$ cat src/rtl/bg_pic_fetch.sv
// Background-picture fetch: SDRAM download writer plus display-time pixel prefetch FIFO.
// Define BG_PIC_FETCH_STATS_EN to make o_underrun_cnt live; otherwise it is tied to zero.
module bg_pic_fetch #(
   parameter int unsigned FIFO_DEPTH = 8,
   parameter int unsigned ADDR_W     = 24
) (
   input  logic              i_clk,
   input  logic              i_reset,
   input  logic              i_enable,
   input  logic              i_ce_pix,
   input  logic              i_hblank,
   input  logic              i_vblank,
   input  logic              i_vs,
   input  logic              i_dl_active,
   input  logic              i_dl_wr,
   input  logic [24:0]       i_dl_addr,
   input  logic [7:0]        i_dl_data,
   output logic [ADDR_W-1:0] o_sd_addr,
   output logic [15:0]       o_sd_din,
   output logic              o_sd_req,
   output logic              o_sd_rnw,
   input  logic [31:0]       i_sd_dout,
   input  logic              i_sd_ack,
   output logic [7:0]        o_bg_r,
   output logic [7:0]        o_bg_g,
   output logic [7:0]        o_bg_b,
   output logic [7:0]        o_bg_a,
   output logic [7:0]        o_underrun_cnt
);

   localparam int unsigned PTR_W = $clog2(FIFO_DEPTH);
   localparam int unsigned CNT_W = PTR_W + 1;

   typedef enum logic [1:0] {StIdle, StFill, StRun, StDl} state_e;

   state_e            r_state, w_state_d;
   logic              r_vs;
   logic [31:0]       r_mem [FIFO_DEPTH];
   logic [PTR_W-1:0]  r_wr_ptr, r_rd_ptr;
   logic [CNT_W-1:0]  r_count;
   logic              r_outstanding, r_stale;
   logic              r_push_vld;
   logic [31:0]       r_push_data;
   logic [3:0]        r_drop;
   logic [ADDR_W-1:0] r_rd_addr;
   logic [7:0]        r_lo_byte;
   logic [ADDR_W-1:0] r_sd_addr;
   logic [15:0]       r_sd_din;
   logic              r_sd_req, r_sd_rnw;
   logic [31:0]       r_pix;

   logic       w_vs_rise, w_fetch_st, w_flush, w_pop_cyc, w_empty, w_pop, w_underrun;
   logic       w_push, w_issue, w_ack_take, w_ack_keep, w_dl_write, w_dl_low;
   logic [3:0] w_drop_inc, w_drop_d;

   assign w_vs_rise  = i_vs & ~r_vs;
   assign w_fetch_st = (r_state == StFill) || (r_state == StRun);
   assign w_flush    = w_vs_rise | ~i_enable | ~w_fetch_st;
   assign w_empty    = (r_count == '0);
   assign w_pop_cyc  = i_ce_pix & ~i_hblank & ~i_vblank & i_enable & w_fetch_st;
   assign w_pop      = w_pop_cyc & ~w_empty;
   assign w_underrun = w_pop_cyc & w_empty;
   assign w_ack_take = i_sd_ack & r_outstanding;
   assign w_ack_keep = w_ack_take & ~r_stale & ~w_vs_rise;
   assign w_issue    = w_fetch_st & i_enable & ~i_dl_active & ~w_vs_rise & ~r_outstanding &
                       ~r_push_vld & (r_count < CNT_W'(FIFO_DEPTH));
   assign w_dl_write = (r_state == StDl) & i_dl_wr & i_dl_addr[0];
   assign w_dl_low   = (r_state == StDl) & i_dl_wr & ~i_dl_addr[0];

   // Drop decision is made as the word lands, counting an underrun in the same cycle, so a
   // word already in flight for an underrun pixel is discarded rather than shifting the line.
   assign w_drop_inc = (w_underrun && r_drop != 4'hF) ? r_drop + 4'd1 : r_drop;

   always_comb begin
      w_push   = 1'b0;
      w_drop_d = w_drop_inc;
      if (r_push_vld && !w_flush) begin
         if (w_drop_inc != 4'd0) w_drop_d = w_drop_inc - 4'd1;
         else                    w_push   = 1'b1;
      end
      if (w_vs_rise) w_drop_d = 4'd0;
   end

   always_comb begin
      w_state_d = r_state;
      if (i_dl_active) begin
         w_state_d = StDl;
      end else begin
         case (r_state)
            StDl:    w_state_d = StIdle;
            StIdle:  if (w_vs_rise && i_enable) w_state_d = StFill;
            StFill:  if (w_vs_rise) w_state_d = StFill;
                     else if (w_pop_cyc) w_state_d = StRun;
            StRun:   if (w_vs_rise) w_state_d = StFill;
            default: w_state_d = StIdle;
         endcase
      end
   end

   always_ff @(posedge i_clk) begin
      if (i_reset) r_state <= StIdle;
      else         r_state <= w_state_d;
   end

   always_ff @(posedge i_clk) begin
      if (w_push) r_mem[r_wr_ptr] <= r_push_data;
   end

   always_ff @(posedge i_clk) begin
      if (i_reset) begin
         r_vs          <= 1'b0;
         r_wr_ptr      <= '0;
         r_rd_ptr      <= '0;
         r_count       <= '0;
         r_outstanding <= 1'b0;
         r_stale       <= 1'b0;
         r_push_vld    <= 1'b0;
         r_push_data   <= '0;
         r_drop        <= 4'd0;
         r_rd_addr     <= '0;
         r_lo_byte     <= 8'd0;
         r_sd_addr     <= '0;
         r_sd_din      <= 16'd0;
         r_sd_req      <= 1'b0;
         r_sd_rnw      <= 1'b0;
         r_pix         <= 32'd0;
      end else begin
         r_vs        <= i_vs;
         r_push_vld  <= w_ack_keep;
         r_push_data <= i_sd_dout;
         r_drop      <= w_drop_d;
         if (w_flush) begin
            r_wr_ptr <= '0;
            r_rd_ptr <= '0;
            r_count  <= '0;
         end else begin
            if (w_push) r_wr_ptr <= r_wr_ptr + PTR_W'(1);
            if (w_pop)  r_rd_ptr <= r_rd_ptr + PTR_W'(1);
            if (w_push && !w_pop)      r_count <= r_count + CNT_W'(1);
            else if (!w_push && w_pop) r_count <= r_count - CNT_W'(1);
         end
         if (w_issue)         r_outstanding <= 1'b1;
         else if (w_ack_take) r_outstanding <= 1'b0;
         // A read still in flight at frame start belongs to the old frame.
         if (w_ack_take)                      r_stale <= 1'b0;
         else if (w_vs_rise && r_outstanding) r_stale <= 1'b1;
         if (w_vs_rise)    r_rd_addr <= '0;
         else if (w_issue) r_rd_addr <= r_rd_addr + ADDR_W'(2);
         if (w_dl_low) r_lo_byte <= i_dl_data;
         r_sd_req <= w_issue | w_dl_write;
         if (w_issue) begin
            r_sd_addr <= r_rd_addr;
            r_sd_rnw  <= 1'b1;
         end else if (w_dl_write) begin
            r_sd_addr <= ADDR_W'(i_dl_addr[24:1]);
            r_sd_din  <= {i_dl_data, r_lo_byte};
            r_sd_rnw  <= 1'b0;
         end
         if (!i_enable)       r_pix <= 32'd0;
         else if (w_pop)      r_pix <= r_mem[r_rd_ptr];
         else if (w_underrun) r_pix <= 32'd0;
      end
   end

`ifdef BG_PIC_FETCH_STATS_EN
   logic [7:0] r_underrun;
   always_ff @(posedge i_clk) begin
      if (i_reset || w_vs_rise)                r_underrun <= 8'd0;
      else if (w_underrun && r_underrun != 8'hFF) r_underrun <= r_underrun + 8'd1;
   end
   assign o_underrun_cnt = r_underrun;
`else
   assign o_underrun_cnt = 8'd0;
`endif

`ifndef SYNTHESIS
   a_no_push_full: assert property (@(posedge i_clk) disable iff (i_reset)
      !(w_push && r_count == CNT_W'(FIFO_DEPTH)));
`endif

   assign o_sd_addr = r_sd_addr;
   assign o_sd_din  = r_sd_din;
   assign o_sd_req  = r_sd_req;
   assign o_sd_rnw  = r_sd_rnw;
   assign {o_bg_a, o_bg_b, o_bg_g, o_bg_r} = r_pix;

endmodule

$ cat config.mk
export PLATFORM = sky130hd
export DESIGN_NAME = bg_pic_fetch
export DESIGN_NICKNAME = d
export VERILOG_FILES = /design/src/rtl/bg_pic_fetch.sv
export SDC_FILE = /design/constraint.sdc
export NUM_CORES = 1
export LEC_CHECK = 0
export ABC_AREA = 1
export ABC_CLOCK_PERIOD_IN_PS = 3700
export BUFFER_PORTS_ARGS = -buffer_cell sky130_fd_sc_hd__buf_2
export CAP_MARGIN = 20
export CORE_UTILIZATION = 49
export DETAILED_ROUTE_END_ITERATION = 8
export GPL_ROUTABILITY_DRIVEN = 1
export PLACE_DENSITY_LB_ADDON = 0.08
export SLEW_MARGIN = 10
export SYNTH_ARGS = -nofsm -noshare
export SYNTH_HDL_FRONTEND = slang
export SYNTH_SLANG_ARGS = --single-unit
$ cat constraint.sdc
create_clock -name i_clk -period 3.7 [get_ports i_clk]
set_input_delay 0.185 -clock i_clk [delete_from_list [all_inputs] [get_ports i_clk]]
set_output_delay 0.185 -clock i_clk [all_outputs]
set_load 0.05 [all_outputs]
==> impl_metrics.py, run 1 <==
metrics = {
    "status": {
        "status": "finished, final reports clean",
    },
    "placement": {
        "gp_congestion": 0.815,
        "place_inst": 2152,
        "place_hpwl_mm": 21.3,
        "io_buffers": 148,
    },
    "cts": {
        "clk_pin_slew_ns": 0.06,
        "htreeDepth": 2,
        "cts_tree": "yes",
        "clockBufferDepth": 3,
        "clock_sinks": 416,
        "worstSkewPairLatency_ns": 0.54,
        "cts_root_buf": "clkbuf_16",
        "cts_buffers": 43,
    },
    "pwr": {
        "p_total_mw": 9.40,
        "power.leakage_nw": 7.57,
        "power_density_nw_per_um2": 475,
        "worst_ir_drop_vdd_v": 0.000382,
    },
    "timing": {
        "finalHoldViolations": 0,
        "min_period_ns": 3.29,
        "setup-tns-final_ns": 0,
        "tightest_slew_ns": 0.766,
        "rsz0062_at_grt": "no",
        "hold_ws_ns": 0.0982,
        "setup_viol": 0,
        "fmax_mhz": 304,
        "slew_viol_final": 0,
        "clock_skew_ns": 0.0152,
        "finalCritPeriodShare_pct": 89.0,
        "slew_headroom_pct": 48.8,
    },
    "worst_setup_path": {
        "critPathLaunchType": "flip-flop",
        "cp-end-kind": "flip-flop",
        "reg2reg_to": "r_count[3]",
        "critPathRequiredTime_ns": 4.13,
        "reg2regPathDepth": 24,
        "ff2ff_setup_slack_ns": 0.41,
        "critPathKind": "flip-flop to flip-flop",
        "cp.arrival_ns": 3.73,
        "critPathMaxFanout": 5,
        "timing.rr.start": "r_state[1]",
    },
    "yosys": {
        "ys_warn_count": 0,
        "syn_area_per_cell_um2": 10.2,
        "yosysTopAreaCellShare_pct": 46.7,
        "netlist_area_um2": 16500,
        "netlist_instances": 1616,
        "synth.area.top_cells": "edfxtp_1, dfxtp_1, nor2_1, nand2_1, o21ai_0",
        "synth_seq_cells": 416,
        "yosysSeqAreaShare_pct": 66.1,
        "yosysUniqueCellTypes": 35,
        "yosysTopAreaCell": "edfxtp_1",
    },
    "global_route": {
        "grt_pass1_vias": 11500,
        "grt_start_max_net_pins": 129,
        "overflow": 0,
        "antenna_found_initial": 0,
        "grt_pass1_wl_mm": 58.8,
        "grt_use_total_pct": 22.1,
    },
    "floorplan": {
        "dieArea_um2": 34400,
        "core_area_um2": 32800,
        "die_w_um": 185,
        "die_h_um": 185,
        "num_rows": 66,
        "start_util_pct": 50.3,
        "io_pins": 157,
    },
    "min_path": {
        "hold-path-cell-count": 4,
        "min_to": "r_rd_addr[6]",
        "hold_path.class": "input port to flip-flop",
        "hp-start": "i_reset",
    },
    "finish": {
        "final_common_cell": "nor2_1",
        "diodes": 0,
        "fin_util_pct": 60.4,
        "mostFrequentLayoutCells": "nor2_1, edfxtp_1, nand2_1, o21ai_0, dfxtp_1",
        "syn_to_final_growth_pct": 20.2,
        "fillCellCount": 2768,
        "drive_above_1_share_pct": 14.7,
        "stdcell_count": 2302,
        "nets": 1914,
    },
    "detailed_routing": {
        "first_pass_iters": 5,
        "wire_per_inst_um": 16.2,
        "vias": 11800,
        "via_per_inst": 5.12,
        "drc": 0,
        "ant_nets": 0,
        "dr.first_iter.drc_count": 708,
        "drt-total-wl_mm": 37.4,
    },
    "flow_run": {
        "max-cap-violations": 0,
    },
}
stage by stage:
stage	setup WS (ns)	cell area [um^2]
5_1_grt	0.00327	19800
3_3_place_gp	0.364	17800
4_1_cts	0.266	19800
6_report	0.406	19800
2_1_floorplan	-0.0994	16500
3_5_place_dp	0.270	17800
synth_stat cells, drive strengths merged:
| cell type | number |
|---|---|
| a21oi | 73 |
| dfxtp | 160 |
| fa | 1 |
| nand3b | 2 |
| nor3b | 1 |
| edfxtp | 256 |
| nand4 | 7 |
| or2 | 3 |
| o21ai | 165 |
| o211a | 1 |
| clkinv | 2 |
| inv | 116 |
| mux2i | 1 |
| xnor2 | 1 |
| ha | 13 |
| o211ai | 81 |
| xor2 | 9 |
| buf | 36 |
| clkbuf | 53 |
| conb | 1 |
| nor2 | 332 |
| nand3 | 61 |
| nor3 | 17 |
| nand2 | 224 |
what timing repair did:
| item | CTS | global route |
|---|---|---|
| gates resized for setup | 0 | 5 |
| buffers inserted | 0 | 2 |
| endpoints found under the hold margin | 79 | 0 |
| hold buffers | 68 | 0 |
| endpoints found under the setup margin | 0 | 1 |
sequential cells by signal, indices dropped and copies added (netlist names), 8 cells and up, named ones only:
signal	cells
r_mem	256
r_pix	32
r_push_data	32
o_sd_addr	24
r_rd_addr	23
o_sd_din	16
r_lo_byte	8
worst max path at each step:
stage,end,from,depth (start not counted)
global route,r_count[3],r_state[1],24
detailed placement,r_count[3],r_state[0],22
floorplan,r_mem[1][0],r_state[0],11
global placement,r_count[3],r_state[0],22
CTS,r_count[3],r_state[0],22
finish,r_count[3],r_state[1],24
power breakdown:
part	switching [mW]	internal, mW
Sequential	0.0497	4.95
Combinational	0.213	0.132
Clock	1.71	2.34
Total	1.98	7.43
layer usage:
| metal | global-route usage [%] | vias to the layer above | part of all wire [%] |
|---|---|---|---|
| li1 | - | 5898 | - |
| met1 | 27.1 | 5527 | 43 |
| met2 | 39.5 | 286 | 50 |
| met3 | 3.79 | 68 | 4.7 |
| met4 | 6.84 | 0 | 2.1 |
| met5 | 0 | - | 0 |
logic make-up after synthesis:
kind of cell	count (synthesis)	synth area share (%)
flip-flops	416	66.1
AO/OA/AOI/OAI	320	11.0
other	1	0.0228
multiplexers	1	0.0608
XOR/XNOR	10	0.532
AND/OR/NAND/NOR	647	16.1
adder cells (fa/ha/maj)	14	1.11
buffers and inverters	207	5.09
final cells by class:
class | count | area (um^2) | area share [%]
repair buffers | 246 | 1750 | 8.82
multi-input cells | 1000 | 4830 | 24.4
clock buffers | 68 | 1260 | 6.37
clock inverters | 12 | 73.8 | 0.373
inverters | 118 | 443 | 2.24
well taps | 442 | 553 | 2.79
flip-flops and latches | 416 | 10900 | 55.0
critical path: stages, from the launching register on:
cell,delay (ns)
dfxtp_1,0.36
inv_1,0.07
ha_1,0.31
nand3_2,0.11
nor2_4,0.18
nand2_2,0.11
nand2_1,0.07
nand2_1,0.09
inv_2,0.08
ha_1,0.18
nand3_2,0.11
nor2_4,0.12
nand2_2,0.10
inv_1,0.10
ha_2,0.19
inv_1,0.08
ha_1,0.27
a21oi_1,0.15
nor2_1,0.06
nor2_1,0.11
nor2_1,0.05
nor2_1,0.07
nand2_1,0.07
o21ai_1,0.11
a21oi_1,0.05
Power figures use the tool's default switching activity.
==> run 2: changes to the inputs <==
ABC_AREA = unset   (was 1)
==> run 2 against run 1 <==
  * Fmax is 8.0% lower
  * Non-clock buffer count is 6 higher
  * Routed wire length is 13% lower
  * Setup slack worse by 0.29 ns
  * Sequential power hardly changed
  * Global-route usage is 2.0 points lower
  * Combinational power is 7.0% higher
  * First-iteration DRC count is 28% lower
  * Synthesized area is 3.2% lower
  * Register-to-register slack worse by 0.29 ns
  * Critical path type unchanged
==> impl_metrics.py, run 2 <==
metrics = {
    "flow_run": {
        "max-cap-violations": 0,
    },
    "placement": {
        "io_buffers": 148,
        "place_inst": 1613,
        "place_hpwl_mm": 19.0,
        "pre_cts_ws_ns": -0.0113,
        "gp_congestion": 0.781,
    },
    "min_path": {
        "min_to": "r_state[0]",
        "hp-start": "i_dl_active",
        "hold-path-cell-count": 3,
        "hold_path.class": "input port to flip-flop",
    },
    "detailed_routing": {
        "via_per_inst": 5.29,
        "wire_per_inst_um": 18.5,
        "drt-total-wl_mm": 32.6,
        "drc": 0,
        "dr.first_iter.drc_count": 510,
        "vias": 9326,
        "ant_nets": 0,
        "first_pass_iters": 6,
    },
    "cts": {
        "cts_buffers": 44,
        "clock_sinks": 416,
        "cts_tree": "yes",
        "worstSkewPairLatency_ns": 0.54,
        "clockBufferDepth": 3,
        "cts_root_buf": "clkbuf_16",
        "htreeDepth": 2,
        "clk_pin_slew_ns": 0.06,
    },
    "timing": {
        "finalCritPeriodShare_pct": 96.8,
        "slew_headroom_pct": 38.8,
        "setup_viol": 0,
        "tightest_slew_ns": 0.916,
        "slew_viol_final": 0,
        "clock_skew_ns": 0.0183,
        "rsz0062_at_grt": "yes",
        "fmax_mhz": 279,
        "layout_setup_ws_ns": 0.119,
        "min_period_ns": 3.58,
        "finalHoldViolations": 0,
    },
    "yosys": {
        "yosysTopAreaCellShare_pct": 48.2,
        "syn_area_per_cell_um2": 15.1,
        "netlist_instances": 1054,
        "ys_top_cells_by_count": "edfxtp_1, dfxtp_1, nor2_1",
        "yosysUniqueCellTypes": 55,
        "async_flop_share_pct": 0,
        "synth.area.top_cells": "edfxtp_1, dfxtp_1, mux4_2, mux2_2, mux2i_1",
        "synth.most_common_cell": "edfxtp_1",
        "yosysSeqAreaShare_pct": 68.3,
        "netlist_area_um2": 16000,
        "yosysTopAreaCell": "edfxtp_1",
        "ys.flop_type": "edfxtp_1",
        "synth-edff-count": 256,
        "ys_warn_count": 0,
        "synth_seq_cells": 416,
    },
    "worst_setup_path": {
        "path_cells": "inv_2 > ha_4 > nand4b_1 > nor4_4 > mux2i_1 > ha_2 > and3_4 > mux2i_4 > nor2_2 > ha_2 > inv_2 > buf_6 > ha_4 > a21oi_4 > xnor2_2 > or3_1 > a21oi_1",
        "cp_top_family": "simple AND/OR/NAND/NOR gates",
        "max_stage_delay_ns": 0.37,
        "critPathLaunchType": "flip-flop",
        "critPathKind": "flip-flop to flip-flop",
        "critPathMaxFanout": 3,
        "cp.arrival_ns": 4.03,
        "ff2ff_setup_slack_ns": 0.12,
        "timing.rr.start": "r_state[0]",
        "reg2regPathDepth": 17,
        "cp_num_buf_inv": 3,
        "crit_slowest_cell": "or3_1",
        "cp-end-kind": "flip-flop",
        "reg2reg_to": "r_count[3]",
        "critPathRequiredTime_ns": 4.15,
    },
    "finish": {
        "regMostFlops": "r_mem",
        "top_regs": "r_mem (256), r_pix (32), r_push_data (32)",
        "largest_reg_flops": 256,
        "fillCellCount": 2421,
        "nets": 1381,
        "drive_above_1_share_pct": 30.3,
        "diodes": 0,
        "syn_to_final_growth_pct": 23.5,
        "mostFrequentLayoutCells": "edfxtp_1, dfxtp_1, buf_2, nor2_1, mux4_2",
        "final_common_cell": "edfxtp_1",
        "fin_util_pct": 62.0,
        "stdcell_count": 1763,
    },
    "pwr": {
        "power_density_nw_per_um2": 496,
        "power.leakage_nw": 7.26,
        "worst_ir_drop_vdd_v": 0.000332,
        "p_total_mw": 9.77,
    },
    "floorplan": {
        "io_pins": 157,
        "start_util_pct": 50.2,
        "die_h_um": 182,
        "dieArea_um2": 33300,
        "core_area_um2": 31800,
        "num_rows": 65,
        "die_w_um": 182,
    },
    "global_route": {
        "grt_use_total_pct": 20.1,
        "grt_start_max_net_pins": 50,
        "antenna_found_initial": 0,
        "grt_pass1_vias": 9615,
        "grt_pass1_wl_mm": 52.4,
        "overflow": 0,
    },
    "status": {
        "status": "finished, final reports clean",
    },
}
[run 2: where the power goes]
| part | total (mW) | leakage, nW | switching (mW) | internal [mW] |
|---|---|---|---|---|
| clock network | 4.39 | 0.724 | 1.72 | 2.67 |
| logic | 0.369 | 2.73 | 0.220 | 0.149 |
| registers | 5.01 | 3.81 | 0.0538 | 4.96 |
| total | 9.77 | 7.26 | 1.99 | 7.78 |
[run 2: cell type report]
type | instances | area, um^2 | share of cell area [%]
clock buffer | 66 | 1320 | 6.68
clock inverter | 16 | 166 | 0.844
inverter | 11 | 41.3 | 0.210
multi-input combinational | 567 | 4930 | 25.0
sequential | 416 | 10900 | 55.3
tap | 435 | 544 | 2.76
timing repair buffer | 252 | 1810 | 9.17
[run 2: per-layer routing]
metal  up-vias  wire, um  global-route usage, %
li1       4449         -                      -
met5         -         0                      0
met3        42      1200                   3.39
met1      4648     14700                   26.6
met2       187     16100                   34.5
met4         0       512                   5.24
[run 2: logic make-up (layout without fill, tap and decap cells)]
group	Yosys count	after routing	share of synthesized area (%)
compound gates	122	122	4.96
mux	141	141	14.2
buf+inv	78	345	2.08
simple gates	265	265	8.45
xor+xnor	17	17	0.933
other cells	1	8	0.0235
flops	416	416	68.3
fa+ha+maj	14	14	1.15
[run 2: timing repair]
item                       CTS  global route
pin swaps                    2            11
resized for setup            2             7
setup endpoints to repair    1             1
hold endpoints to repair    72             0
setup buffers                2             4
hold buffers                62             0
[run 2: worst max-delay path by stage]
stage | startpoint | to | depth (start not counted)
6_report | r_state[0] | r_count[3] | 17
5_1_grt | r_state[1] | r_count[3] | 17
4_1_cts | r_count[0] | r_count[3] | 15
3_5_place_dp | r_state[0] | r_count[3] | 17
3_3_place_gp | r_state[1] | r_count[3] | 17
2_1_floorplan | r_state[0] | r_mem[0][0] | 10
[run 2: per-stage QoR]
stage / area, um^2 / setup TNS [ns] / hold WS (ns)
detailed placement: 17500 / -0.0113 / 0.399
global placement: 17500 / 0 / 0.394
finish: 19700 / 0 / 0.0192
global route: 19700 / -0.319 / 0.0171
floorplan: 16100 / -17.15 / 0.313
CTS: 19600 / 0 / 0.000261
[run 2: worst reg2reg max path: stages, from the launching register on]
cell	delay (ns)
dfxtp_2	0.33
inv_2	0.05
ha_4	0.25
nand4b_1	0.18
nor4_4	0.36
mux2i_1	0.32
ha_2	0.25
and3_4	0.20
mux2i_4	0.07
nor2_2	0.12
ha_2	0.23
inv_2	0.06
buf_6	0.12
ha_4	0.24
a21oi_4	0.16
xnor2_2	0.09
or3_1	0.37
a21oi_1	0.12
==> run 3: changes to the inputs <==
PLACE_DENSITY = 0.71   (was unset)
PLACE_DENSITY_LB_ADDON = unset   (was 0.08)
==> run 3 against run 2 <==
  * Core utilization is 0.55 points lower
  * Sequential cell count unchanged
  * Count of clock-buffer cells in the layout fell by 9
  * Non-clock buffer count is the same
  * Hold slack improved by 0.0035 ns
  * Critical path depth is the same
  * Final area shrank 0.90%
  * Total power down 3.5%
  * Combinational power rose by 1%
  * Setup slack improved by 0.036 ns
  * Largest cell class unchanged
  * Highest routed layer unchanged
==> impl_metrics.py, run 3 (synthesized netlist as in run 2, its figures left out) <==
metrics = {
    "detailed_routing": {
        "vias": 9384,
        "met3_length_mm": 1.55,
        "drc": 0,
        "wire_per_inst_um": 18.5,
        "wl_met2_mm": 16.1,
        "top_layer_used": "met4",
        "via_per_inst": 5.33,
        "ant_nets": 0,
        "drt-total-wl_mm": 32.5,
        "dr.first_iter.drc_count": 506,
        "first_pass_iters": 4,
        "wl_met1_mm": 14.2,
    },
    "placement": {
        "gp_congestion": 0.802,
        "place_hpwl_mm": 19.3,
        "io_buffers": 148,
    },
    "pwr": {
        "pwr-share-clk_pct": 42.9,
        "p_sw_mw": 1.99,
        "worst_ir_drop_vdd_v": 0.000350,
        "swShare_pct": 21.2,
        "power.leakage_nw": 7.17,
        "p_int_mw": 7.43,
        "comb_power_share_pct": 4.0,
        "pwr-share-seq_pct": 53.1,
        "p_total_mw": 9.43,
        "power_density_nw_per_um2": 483,
    },
    "floorplan": {
        "core_area_um2": 31800,
        "die_w_um": 182,
        "dieArea_um2": 33300,
        "start_util_pct": 50.2,
        "num_rows": 65,
        "io_pins": 157,
        "die_h_um": 182,
    },
    "cts": {
        "clk_pin_slew_ns": 0.06,
        "worstSkewPairLatency_ns": 0.53,
        "clock_sinks": 416,
        "clockBufferDepth": 3,
        "cts_buffers": 42,
        "htreeDepth": 2,
        "cts_root_buf": "clkbuf_16",
        "cts_tree": "yes",
    },
    "worst_setup_path": {
        "critPathRequiredTime_ns": 4.17,
        "ff2ff_setup_slack_ns": 0.15,
        "critPathMaxFanout": 3,
        "timing.rr.start": "r_state[1]",
        "reg2regPathDepth": 17,
        "critPathKind": "flip-flop to flip-flop",
        "reg2reg_to": "r_count[3]",
        "cp-end-kind": "flip-flop",
        "critPathLaunchType": "flip-flop",
        "cp.arrival_ns": 4.01,
    },
    "timing": {
        "finalCritPeriodShare_pct": 95.8,
        "clock_skew_ns": 0.0141,
        "finalHoldViolations": 0,
        "slew_headroom_pct": 40.0,
        "slew_viol_final": 0,
        "setup_viol": 0,
        "min_period_ns": 3.55,
        "tightest_slew_ns": 0.898,
        "setup-tns-final_ns": 0,
        "fmax_mhz": 282,
    },
    "finish": {
        "final_common_cell": "edfxtp_1",
        "fillCellCount": 2358,
        "drive_above_1_share_pct": 30.0,
        "syn_to_final_growth_pct": 22.4,
        "nets": 1379,
        "largest_reg_flops": 256,
        "mostFrequentLayoutCells": "edfxtp_1, dfxtp_1, buf_2, nor2_1, mux4_2",
        "multi_input_area_um2": 4920,
        "regMostFlops": "r_mem",
        "top_regs": "r_mem (256), r_pix (32), r_push_data (32)",
        "seq_area_um2": 10900,
    },
    "global_route": {
        "grt_pass1_wl_mm": 52.1,
        "grt_pass1_vias": 9686,
        "overflow": 0,
        "grt_start_max_net_pins": 57,
        "antenna_found_initial": 1,
        "grt_use_total_pct": 20.0,
    },
    "min_path": {
        "min_to": "o_sd_addr[6]",
        "hp-start": "i_dl_addr[7]",
        "hold-path-cell-count": 3,
        "hold_path.class": "input port to flip-flop",
    },
    "status": {
        "status": "finished, final reports clean",
    },
    "flow_run": {
        "max-cap-violations": 0,
    },
}
==> run 3: changes by cell type in the layout (fill, tap and decap cells not counted), sizes merged <==
cell / previous run / this run
clkbuf: 66 / 57
clkinv: 11 / 15
inv: 11 / 13
buf: 190 / 189
bufinv: 3 / 2
diode: 0 / 1
dlygate4sd3: 62 / 63
==> run 3: worst max-delay path by stage <==
stage,startpoint,endpoint,cells after the start
final,r_state[1],r_count[3],17
after global routing,r_state[1],r_count[3],17
after CTS,r_count[0],r_count[3],15
after detailed placement,r_state[0],r_count[3],17
after global placement,r_state[0],r_count[3],17
after floorplan,r_state[0],r_mem[0][0],10
==> run 3: layer usage <==
metal	track usage (%)	vias to the layer above
li1	-	4440
met2	33.9	263
met4	5.71	0
met3	3.31	52
met5	0	-
met1	26.7	4629
==> run 3: area by class of cell <==
class                      count  share of cell area (%)
sequential                   416                    55.8
multi-input combinational    567                    25.2
timing repair buffer         252                    9.25
clock buffer                  57                    5.87
tap                          435                    2.79
clock inverter                21                   0.890
inverter                      11                   0.211
antenna                        1                  0.0128
==> run 3: power groups by stage <==
stage | logic (mW) | registers (mW) | clock network, mW
finish | 0.373 | 5.01 | 4.05
detailed placement | 0.312 | 5.11 | 0
floorplan | 0.150 | 5.16 | 0
CTS | 0.364 | 5.01 | 4.13
global placement | 0.309 | 5.10 | 0
global route | 0.403 | 5.01 | 4.31
==> run 3: timing repair <==
action	4_1_cts	5_1_grt
gates resized for setup	1	6
endpoints found under the setup margin	1	1
pin swaps	1	11
hold buffers	63	0
endpoints found under the hold margin	73	0
buffers inserted	3	5
==> run 3: worst max-delay path, stage by stage (launching register included) <==
cell and delay, ns:
dfxtp_2 0.33, inv_2 0.05, ha_4 0.26, nand4b_1 0.19, nor4_4 0.33, mux2i_1 0.30, ha_2 0.24, and3_4 0.20
mux2i_4 0.07, nor2_2 0.12, ha_2 0.20, inv_2 0.06, ha_4 0.20, a21o_1 0.16, a21oi_2 0.15, xnor2_1 0.11
or3_1 0.39, a21oi_2 0.11
==> run 3: through the flow <==
step / util (%) / setup slack (ns) / hold WS, ns / area, um^2 / std cells
final: 61.4 / 0.155 / 0.0226 / 19500 / 1760
after global routing: 61.4 / -0.0320 / 0.0167 / 19500 / 1760
after CTS: 61.2 / 0.0183 / 0.00351 / 19500 / 1754
after detailed placement: 55.0 / -0.0422 / 0.398 / 17500 / 1610
after global placement: 55.0 / 0.0383 / 0.398 / 17500 / 1610
after floorplan: - / -0.140 / 0.313 / 16100 / 1061
